`config.mk`:
```
export PLATFORM = sky130hd
export DESIGN_NAME = i2s_capture_ctrl
export DESIGN_NICKNAME = d
export VERILOG_FILES = /design/src/rtl/i2s_capture_ctrl.sv
export SDC_FILE = /design/constraint.sdc
export NUM_CORES = 1
export LEC_CHECK = 0
export ABC_CLOCK_PERIOD_IN_PS = 6600
export CORE_MARGIN = 2
export CORE_UTILIZATION = 60
export CTS_CLUSTER_SIZE = 10
export DETAILED_ROUTE_END_ITERATION = 10
export PLACE_DENSITY = 0.79
export SYNTH_ARGS = -nofsm -noshare
export SYNTH_HDL_FRONTEND = slang
export SYNTH_SLANG_ARGS = --single-unit
```
`constraint.sdc`:
```
create_clock -name clk -period 6.6 [get_ports clk]
set_clock_uncertainty 0.05 [all_clocks]
set_input_delay 0.66 -clock clk [delete_from_list [all_inputs] [get_ports clk]]
set_output_delay 0.66 -clock clk [all_outputs]
set_load 0.1 [all_outputs]
```
`src/rtl/i2s_capture_ctrl.sv`:
```
// Capture sequencer for the I2S microphone stream: enables the master, discards
// warm-up samples, buffers a burst in a FIFO and hands it downstream on valid/ready.
module i2s_capture_ctrl #(
    parameter int FIFO_DEPTH = 16,
    parameter int CNT_W      = 16
) (
    input  logic                          clk,
    input  logic                          rst_n,
    input  logic                          start,
    input  logic                          abort,
    input  logic [CNT_W-1:0]              cfg_warmup,
    input  logic [CNT_W-1:0]              cfg_burst_len,
    output logic                          i2s_en,
    input  logic [23:0]                   sample_data,
    input  logic                          sample_valid,
    output logic [23:0]                   out_data,
    output logic                          out_valid,
    input  logic                          out_ready,
    output logic                          busy,
    output logic                          done,
    output logic                          overflow,
    input  logic                          overflow_clr,
    output logic [$clog2(FIFO_DEPTH):0]   fifo_level
);

    localparam int AW = $clog2(FIFO_DEPTH);
    localparam int LW = AW + 1;

    typedef enum logic [1:0] {
        IDLE    = 2'd0,
        WARMUP  = 2'd1,
        CAPTURE = 2'd2,
        DRAIN   = 2'd3
    } state_t;

    state_t           state_r;
    logic [CNT_W-1:0] warmup_r;
    logic [CNT_W-1:0] burst_len_r;
    logic [CNT_W-1:0] warm_cnt_r;
    logic [CNT_W-1:0] burst_cnt_r;
    logic [CNT_W-1:0] warm_cnt_nxt_s;
    logic [CNT_W-1:0] burst_cnt_nxt_s;
    logic             i2s_en_r;
    logic             busy_r;
    logic             done_r;
    logic             overflow_r;

    logic [23:0]      mem_r [FIFO_DEPTH];
    logic [LW-1:0]    wr_ptr_r;
    logic [LW-1:0]    rd_ptr_r;
    logic [LW-1:0]    level_s;
    logic             empty_s;
    logic             full_s;
    logic             flush_s;
    logic             push_s;
    logic             pop_s;
    logic             write_s;
    logic             drop_s;
    logic [23:0]      out_data_s;

    function automatic logic [CNT_W-1:0] sat_inc(input logic [CNT_W-1:0] v);
        return (v == {CNT_W{1'b1}}) ? v : v + CNT_W'(1);
    endfunction

    // FIFO status, push/pop qualification and saturating counter increments
    always_comb begin
        level_s         = wr_ptr_r - rd_ptr_r;
        empty_s         = (level_s == {LW{1'b0}});
        full_s          = (level_s == LW'(FIFO_DEPTH));
        flush_s         = abort && (state_r != IDLE);
        push_s          = (state_r == CAPTURE) && sample_valid && !abort;
        pop_s           = !empty_s && out_ready && !flush_s;
        // a full FIFO still accepts the sample when the head leaves on the same edge
        write_s         = push_s && (!full_s || pop_s);
        drop_s          = push_s && full_s && !pop_s;
        warm_cnt_nxt_s  = sat_inc(warm_cnt_r);
        burst_cnt_nxt_s = sat_inc(burst_cnt_r);
    end

    // First-word fall-through head; forced to zero while empty so no stale data leaks
    always_comb begin
        if (empty_s) begin
            out_data_s = 24'd0;
        end else begin
            out_data_s = mem_r[rd_ptr_r[AW-1:0]];
        end
    end

    assign out_data   = out_data_s;
    assign out_valid  = !empty_s;
    assign fifo_level = level_s;
    assign i2s_en     = i2s_en_r;
    assign busy       = busy_r;
    assign done       = done_r;
    assign overflow   = overflow_r;

    // Sample storage
    always_ff @(posedge clk) begin
        if (write_s) begin
            mem_r[wr_ptr_r[AW-1:0]] <= sample_data;
        end
    end

    // FIFO pointers with extra wrap bit; abort flushes the buffer
    always_ff @(posedge clk or negedge rst_n) begin
        if (!rst_n) begin
            wr_ptr_r <= {LW{1'b0}};
            rd_ptr_r <= {LW{1'b0}};
        end else if (flush_s) begin
            wr_ptr_r <= {LW{1'b0}};
            rd_ptr_r <= {LW{1'b0}};
        end else begin
            if (write_s) begin
                wr_ptr_r <= wr_ptr_r + LW'(1);
            end
            if (pop_s) begin
                rd_ptr_r <= rd_ptr_r + LW'(1);
            end
        end
    end

    // Sticky overflow flag; a new drop wins over a clear in the same cycle
    always_ff @(posedge clk or negedge rst_n) begin
        if (!rst_n) begin
            overflow_r <= 1'b0;
        end else if (drop_s) begin
            overflow_r <= 1'b1;
        end else if (overflow_clr) begin
            overflow_r <= 1'b0;
        end
    end

    // Sequencer FSM with registered enable, busy and done
    always_ff @(posedge clk or negedge rst_n) begin
        if (!rst_n) begin
            state_r     <= IDLE;
            warmup_r    <= {CNT_W{1'b0}};
            burst_len_r <= {CNT_W{1'b0}};
            warm_cnt_r  <= {CNT_W{1'b0}};
            burst_cnt_r <= {CNT_W{1'b0}};
            i2s_en_r    <= 1'b0;
            busy_r      <= 1'b0;
            done_r      <= 1'b0;
        end else begin
            done_r <= 1'b0;
            if (flush_s) begin
                state_r  <= IDLE;
                i2s_en_r <= 1'b0;
                busy_r   <= 1'b0;
            end else begin
                case (state_r)
                    IDLE: begin
                        if (start && !abort) begin
                            warmup_r    <= cfg_warmup;
                            burst_len_r <= cfg_burst_len;
                            warm_cnt_r  <= {CNT_W{1'b0}};
                            burst_cnt_r <= {CNT_W{1'b0}};
                            i2s_en_r    <= 1'b1;
                            busy_r      <= 1'b1;
                            state_r     <= (cfg_warmup == {CNT_W{1'b0}}) ? CAPTURE : WARMUP;
                        end
                    end
                    WARMUP: begin
                        if (sample_valid) begin
                            warm_cnt_r <= warm_cnt_nxt_s;
                            if (warm_cnt_nxt_s == warmup_r) begin
                                state_r <= CAPTURE;
                            end
                        end
                    end
                    CAPTURE: begin
                        if (sample_valid) begin
                            burst_cnt_r <= burst_cnt_nxt_s;
                            if ((burst_len_r != {CNT_W{1'b0}}) && (burst_cnt_nxt_s == burst_len_r)) begin
                                state_r  <= DRAIN;
                                i2s_en_r <= 1'b0;
                            end
                        end
                    end
                    DRAIN: begin
                        if (empty_s) begin
                            done_r  <= 1'b1;
                            busy_r  <= 1'b0;
                            state_r <= IDLE;
                        end
                    end
                    default: begin
                        state_r  <= IDLE;
                        i2s_en_r <= 1'b0;
                        busy_r   <= 1'b0;
                    end
                endcase
            end
        end
    end

endmodule

```
==> impl_metrics.tcl, run 1 <==
set metrics [dict create \
    critPathCapture "out_data[10]" \
    finalHoldViolCount 0 \
    die_area_sq_um 34600 \
    ff_latch_area_sq_um 13500 \
    cts_tree "built" \
    syn2layout_area_growth_pct 14.8 \
    fillerInstances 1994 \
    run_status "finished clean" \
    number_of_global_route_vias_before_repair 11368 \
    critPathMostFrequentCell "sky130_fd_sc_hd__buf_4" \
    grt_max_degree 82 \
    cts.sinks 464 \
    timing.critical_path.to_type "primary output" \
    holdCritPathClass "in -> async" \
    placement_rows 66 \
    clock-root-buffer "sky130_fd_sc_hd__clkbuf_16" \
    ys.flop_type "sky130_fd_sc_hd__edfxtp_1" \
    setup_total_negative_slack_ps 0 \
    crit_path_top_delay_cell "sky130_fd_sc_hd__clkdlybuf4s50_1" \
    synthesis.area_sq_um 19900 \
    synth-seq-cells 464 \
    timing.hold.ws_ps 173 \
    clk-insertion-delay-late_ps 580 \
    grt_first_pass_wirelength_um 68200 \
    timing.critical_path.fanout_max 27 \
    critical_path.max_stage_delay_ps 990 \
    dp.cells 1645 \
    avgViaCountPerCell 6.57 \
    synth-async-reset-ratio_pct 17.2 \
    cp_data_required_time_ps 5890 \
    route.detailed.drc 0 \
    drtIter0Drc 1237 \
    timing.setup.critical_path_class "reg -> out" \
    globalplace.congestion 0.936 \
    cts-htree-levels 2 \
    ctsHoldBuffers 0 \
    final_nets 1336 \
    relSlewSlack_pct 18.0 \
    grtUsageTotal_pct 27.1 \
    r2r.worst_path.cells 10 \
    postCtsSetupRepairBufs 0 \
    yosysWarnings 0 \
    chipWidth_um 186 \
    vias 11269 \
    final_area_sq_um 22800 \
    path_cells "buf_4, inv_1, ha_1, o21a_1, or3_1, a2111oi_4, buf_4, nor2b_1, clkdlybuf4s50_1" \
    io_buffer_count 96 \
    cp-start-kind "flop" \
    critical_path_buf_inv_count 4 \
    drt-wirelength-per-cell_um 26.3 \
    r2r_end "mem_r[11][21]" \
    antenna_violations_before_repair 1 \
    critPathArrivalTime_ps 4440 \
    worst_setup_path_startpoint "rd_ptr_r[2]" \
    slew_viol_final 0 \
    dpl.hpwl_um 23900 \
    netlist-cell-type-count 63 \
    irDropWorstVdd_mv 0.474 \
    detailedRoute.firstPassIterationCount 5 \
    clock.fmax_mhz 194 \
    multi_input_comb_area_sq_um 6120 \
    instances_no_fill 1716 \
    gr-total-overflow 0 \
    postSynthCellCount 1157 \
    seq_area_frac_synth_pct 68.0 \
    core_ar_sq_um 32600 \
    syn-num-nets 1236 \
    drt.antenna.violating_nets 0 \
    pin_count 97 \
    rsz_0062_raised_after_global_routing "no" \
    worst-r2r-setup-slack_ps 2170 \
    post_cts_resize_count 0 \
    postSynthAreaPerCell_sq_um 17.2 \
    maximum_buffer_depth_of_the_clock_tree 3 \
    fin_crit_ps 5150 \
    path_depth 9 \
    max_slew.worst_pin.slew_ps 1220 \
    totalWireLength_um 45000 \
    cpLargestDelayFamily "buffers and inverters" \
    crit-reg2reg-launch "rd_ptr_r[2]" \
    fin_crit_sh_pct 78.1 \
    initial_core_util_pct 61.0 \
    static-leakage-power_uw 0.00750 \
    maxCapViolCount 0 \
    powerDensity_nw_per_um2 422 \
    synth-edff-count 384 \
    placed_cell_area_sq_um 21400 \
    tritoncts.num_buffers 52 \
    path_clk_slew_ps 60 \
    die-height_um 186 \
    fin_util_pct 70.0 \
    total_of_endpoints_with_negative_setup_slack_in_the_final_report 0 \
    post_route_cells_drive_above_1_share_pct 20.1 \
]
-- report_power, final --
| group | internal (uW) | switching (uW) | total [uW] |
|---|---|---|---|
| clock network | 1480 | 1080 | 2550 |
| registers | 3320 | 208 | 3530 |
| logic | 1280 | 2260 | 3550 |
| total | 6080 | 3550 | 9630 |
-- placed cells by master (no fill, tap or decap), types with 6 or more instances in the layout --
cell type / count
sky130_fd_sc_hd__xnor2_1: 29
sky130_fd_sc_hd__and4_1: 9
sky130_fd_sc_hd__a21o_1: 7
sky130_fd_sc_hd__and3_1: 11
sky130_fd_sc_hd__mux2_2: 33
sky130_fd_sc_hd__nor2_1: 47
sky130_fd_sc_hd__nor4_1: 14
sky130_fd_sc_hd__buf_4: 16
sky130_fd_sc_hd__edfxtp_1: 384
sky130_fd_sc_hd__clkdlybuf4s50_1: 95
sky130_fd_sc_hd__nand4_1: 24
sky130_fd_sc_hd__a31oi_1: 13
sky130_fd_sc_hd__o21ai_0: 37
sky130_fd_sc_hd__clkbuf_1: 12
sky130_fd_sc_hd__a21oi_1: 34
sky130_fd_sc_hd__dfrtp_1: 78
sky130_fd_sc_hd__inv_1: 20
sky130_fd_sc_hd__xor2_1: 14
sky130_fd_sc_hd__o31ai_1: 9
sky130_fd_sc_hd__o211ai_1: 6
sky130_fd_sc_hd__nor3_1: 9
sky130_fd_sc_hd__nor2_4: 12
sky130_fd_sc_hd__nand2_1: 42
sky130_fd_sc_hd__nand3_1: 21
sky130_fd_sc_hd__nor2b_1: 27
sky130_fd_sc_hd__mux4_2: 120
sky130_fd_sc_hd__clkbuf_16: 53
sky130_fd_sc_hd__ha_1: 15
-- how the worst min path moves through the flow --
stage / from / end / cells past startpoint
floorplan: rst_n / burst_cnt_r[0] / 0
global placement: overflow / overflow / 2
detailed placement: overflow / overflow / 2
CTS: rst_n / warmup_r[14] / 1
global route: rst_n / warmup_r[14] / 1
finish: rst_n / warmup_r[14] / 1
-- cells in the mapped netlist (11+ instances only) --
| cell | count | share of area [%] |
|---|---|---|
| sky130_fd_sc_hd__a21oi_1 | 34 | 0.86 |
| sky130_fd_sc_hd__a31oi_1 | 13 | 0.41 |
| sky130_fd_sc_hd__and3_1 | 11 | 0.35 |
| sky130_fd_sc_hd__buf_1 | 11 | 0.21 |
| sky130_fd_sc_hd__buf_2 | 14 | 0.35 |
| sky130_fd_sc_hd__clkbuf_1 | 38 | 0.72 |
| sky130_fd_sc_hd__dfrtp_1 | 80 | 10 |
| sky130_fd_sc_hd__edfxtp_1 | 384 | 58 |
| sky130_fd_sc_hd__ha_1 | 15 | 0.94 |
| sky130_fd_sc_hd__inv_1 | 20 | 0.38 |
| sky130_fd_sc_hd__mux2_2 | 33 | 1.9 |
| sky130_fd_sc_hd__mux4_2 | 120 | 14 |
| sky130_fd_sc_hd__nand2_1 | 42 | 0.79 |
| sky130_fd_sc_hd__nand3_1 | 21 | 0.53 |
| sky130_fd_sc_hd__nand4_1 | 24 | 0.75 |
| sky130_fd_sc_hd__nor2_1 | 59 | 1.1 |
| sky130_fd_sc_hd__nor2b_1 | 27 | 0.85 |
| sky130_fd_sc_hd__nor3_1 | 13 | 0.33 |
| sky130_fd_sc_hd__nor4_1 | 14 | 0.44 |
| sky130_fd_sc_hd__o21ai_0 | 37 | 0.93 |
| sky130_fd_sc_hd__xnor2_1 | 29 | 1.3 |
| sky130_fd_sc_hd__xor2_1 | 14 | 0.62 |
-- logic make-up after synthesis --
kind of cell / Yosys count / synth area share, %
xor+xnor: 43 / 1.89
buf+inv: 86 / 1.75
compound gates: 143 / 4.94
flops: 464 / 68.0
fa+ha+maj: 16 / 1.04
simple gates: 246 / 6.57
mux: 159 / 15.8
-- sequential cells by signal, summed over array words and instances, names as in the netlist --
signal and flops:
warmup_r 16, burst_len_r 16, rd_ptr_r 5, burst_cnt_r 16
busy 1, state_r 2, mem_r 384, overflow 1
i2s_en 1, done 1, warm_cnt_r 16, wr_ptr_r 5
-- per-layer routing --
| layer | global-route usage (%) | routed length, um | vias up |
|---|---|---|---|
| li1 | - | - | 4822 |
| met1 | 37.2 | 17700 | 5718 |
| met2 | 45.0 | 22600 | 628 |
| met3 | 4.97 | 3640 | 101 |
| met4 | 8.16 | 1200 | 0 |
| met5 | 0 | 0 | - |
-- per-stage QoR --
step	setup slack [ps]	total power, uW
6_report	1450	9630
5_1_grt	1220	9960
4_1_cts	1390	9680
3_5_place_dp	2000	7110
3_3_place_gp	2130	7070
2_1_floorplan	29.2	6300
-- layout make-up --
cell class              count  area share [%]
inverters                  21           0.345
well taps                 442            2.42
repair buffers            111            4.69
clock inverters             2           0.263
multi-input cells         607            26.8
diodes                      1          0.0110
clock buffers              68            6.19
flip-flops and latches    464            59.3
Note: power is estimated with default switching activity, not from simulation.
==> inputs of run 2 (changes only) <==
- ABC_CLOCK_PERIOD_IN_PS: 6600 -> 5400
- clock period: 6.6 -> 5.4 ns (I/O delays scaled with it)
==> run 2 against run 1 <==
Effect of this change:
- register-to-register slack lost 1200 ps
- global-route usage grew 0.79 points
- setup slack lost 510 ps
- cell area grew 0.52%
- core utilization grew 0.36 points
- sequential cell count is the same
- clock power grew 28%
- total power grew 23%
- highest routed layer is now met5
==> impl_metrics.tcl, run 2 (synthesized netlist as in run 1, its figures left out) <==
set metrics [dict create \
    fillerInstances 1981 \
    die-height_um 186 \
    antenna_violations_before_repair 2 \
    cts-htree-levels 2 \
    crit-reg2reg-launch "rd_ptr_r[1]" \
    final_cell_mix "384 x sky130_fd_sc_hd__edfxtp_1, 120 x sky130_fd_sc_hd__mux4_2, 78 x sky130_fd_sc_hd__dfrtp_1" \
    path_clk_slew_ps 60 \
    totalWireLength_um 46600 \
    fin_crit_ps 4460 \
    timing.setup.critical_path_class "reg -> reg" \
    post_route_cells_drive_above_1_share_pct 23.1 \
    post_cts_resize_count 0 \
    final_common_cell "sky130_fd_sc_hd__edfxtp_1" \
    clk-insertion-delay-late_ps 580 \
    grtUsageTotal_pct 27.9 \
    finalHoldViolCount 0 \
    path_cells "inv_1, ha_1, nor2b_1, o21a_1, o21ai_1, and2_1, nor3_1, a311oi_2, nand2_1, nor2_4, buf_4" \
    irDropWorstVdd_mv 0.856 \
    initial_core_util_pct 61.0 \
    worst_setup_path_startpoint "rd_ptr_r[1]" \
    cp_data_required_time_ps 5620 \
    cts.sinks 464 \
    drtIter0Drc 1333 \
    ctsHoldBuffers 0 \
    chipWidth_um 186 \
    detailedRoute.firstPassIterationCount 7 \
    rsz_0062_raised_after_global_routing "no" \
    io_buffer_count 96 \
    instances_no_fill 1733 \
    powerDensity_nw_per_um2 517 \
    grt_max_degree 81 \
    placement_rows 66 \
    clock.fmax_mhz 224 \
    maxCapViolCount 0 \
    pin_count 97 \
    drt.antenna.violating_nets 0 \
    fin_crit_sh_pct 82.6 \
    globalplace.congestion 0.894 \
    placed_cell_area_sq_um 21400 \
    syn2layout_area_growth_pct 15.4 \
    run_status "finished clean" \
    postCtsSetupRepairBufs 0 \
    final_area_sq_um 23000 \
    dpl.hpwl_um 25800 \
    timing.critical_path.fanout_max 31 \
    max_slew.worst_pin.slew_ps 1270 \
    crit_path_top_delay_cell "sky130_fd_sc_hd__dfrtp_4" \
    number_of_global_route_vias_before_repair 11572 \
    final_nets 1348 \
    critical_path_buf_inv_count 2 \
    relSlewSlack_pct 15.0 \
    dp.cells 1656 \
    flip_flop_count_of_the_largest_register_all_copies_and_words_added 384 \
    grt_first_pass_wirelength_um 70200 \
    gr-total-overflow 0 \
    timing.critical_path.to_type "flop" \
    tritoncts.num_buffers 53 \
    route.detailed.drc 0 \
    avgViaCountPerCell 6.57 \
    die_area_sq_um 34600 \
    fin_util_pct 70.4 \
    cp-start-kind "flop" \
    core_ar_sq_um 32600 \
    static-leakage-power_uw 0.00760 \
    cts_tree "built" \
    clock-root-buffer "sky130_fd_sc_hd__clkbuf_16" \
    total_of_endpoints_with_negative_setup_slack_in_the_final_report 0 \
    setup_total_negative_slack_ps 0 \
    cpLargestDelayFamily "simple AND/OR/NAND/NOR gates" \
    holdCritPathClass "in -> async" \
    drt-wirelength-per-cell_um 26.9 \
    maximum_buffer_depth_of_the_clock_tree 3 \
    slew_viol_final 0 \
    critical_path.max_stage_delay_ps 710 \
    critPathArrivalTime_ps 4680 \
    vias 11382 \
]
run 2: cell count changes in the layout (fill, tap and decap cells not counted), sizes merged:
cell	delta
buf	+38
clkdlybuf4s50	-27
bufinv	+2
clkbuf	+2
inv	+2
run 2: per-layer routing:
| layer | vias up | part of all wire [%] | track usage (%) |
|---|---|---|---|
| met5 | - | 0.028 | 0 |
| met4 | 2 | 2.4 | 8.50 |
| met3 | 98 | 8.2 | 5.54 |
| met2 | 617 | 49 | 45.1 |
| met1 | 5806 | 40 | 39.0 |
| li1 | 4859 | - | - |
run 2: final cells by class:
type | instances | area (sq um) | area share [%]
clock buffers | 70 | 1400 | 6.10
well taps | 442 | 553 | 2.41
diodes | 1 | 2.50 | 0.0109
repair buffers | 122 | 1100 | 4.79
multi-input cells | 607 | 6160 | 26.8
flip-flops and latches | 464 | 13500 | 59.0
clock inverters | 6 | 124 | 0.540
inverters | 21 | 78.8 | 0.343
run 2: path summary, 6_finish.rpt:
kind,endpoint,slack (ps),cells past startpoint
setup / recovery,mem_r[15][12],940,11
hold reg to reg,overflow,470,2
hold / removal,warmup_r[14],70,1
setup reg to reg,mem_r[15][12],940,11
min in group clk,overflow,470,2
max in group asynchronous,rd_ptr_r[1],4440,1
run 2: where the power goes:
group | internal [uW] | switching [uW] | total [uW]
sequential | 4060 | 255 | 4310
combinational | 1510 | 2790 | 4300
clock | 1890 | 1370 | 3260
run 2: stage by stage:
stage                     hold WS (ps)  power, uW  setup WS, ps
after detailed placement           462       8650          1020
after CTS                          123      11900           913
after floorplan                    194       7710         -50.1
after global routing               158      12300           695
after global placement             455       8610          1100
final                             72.6      11900           940
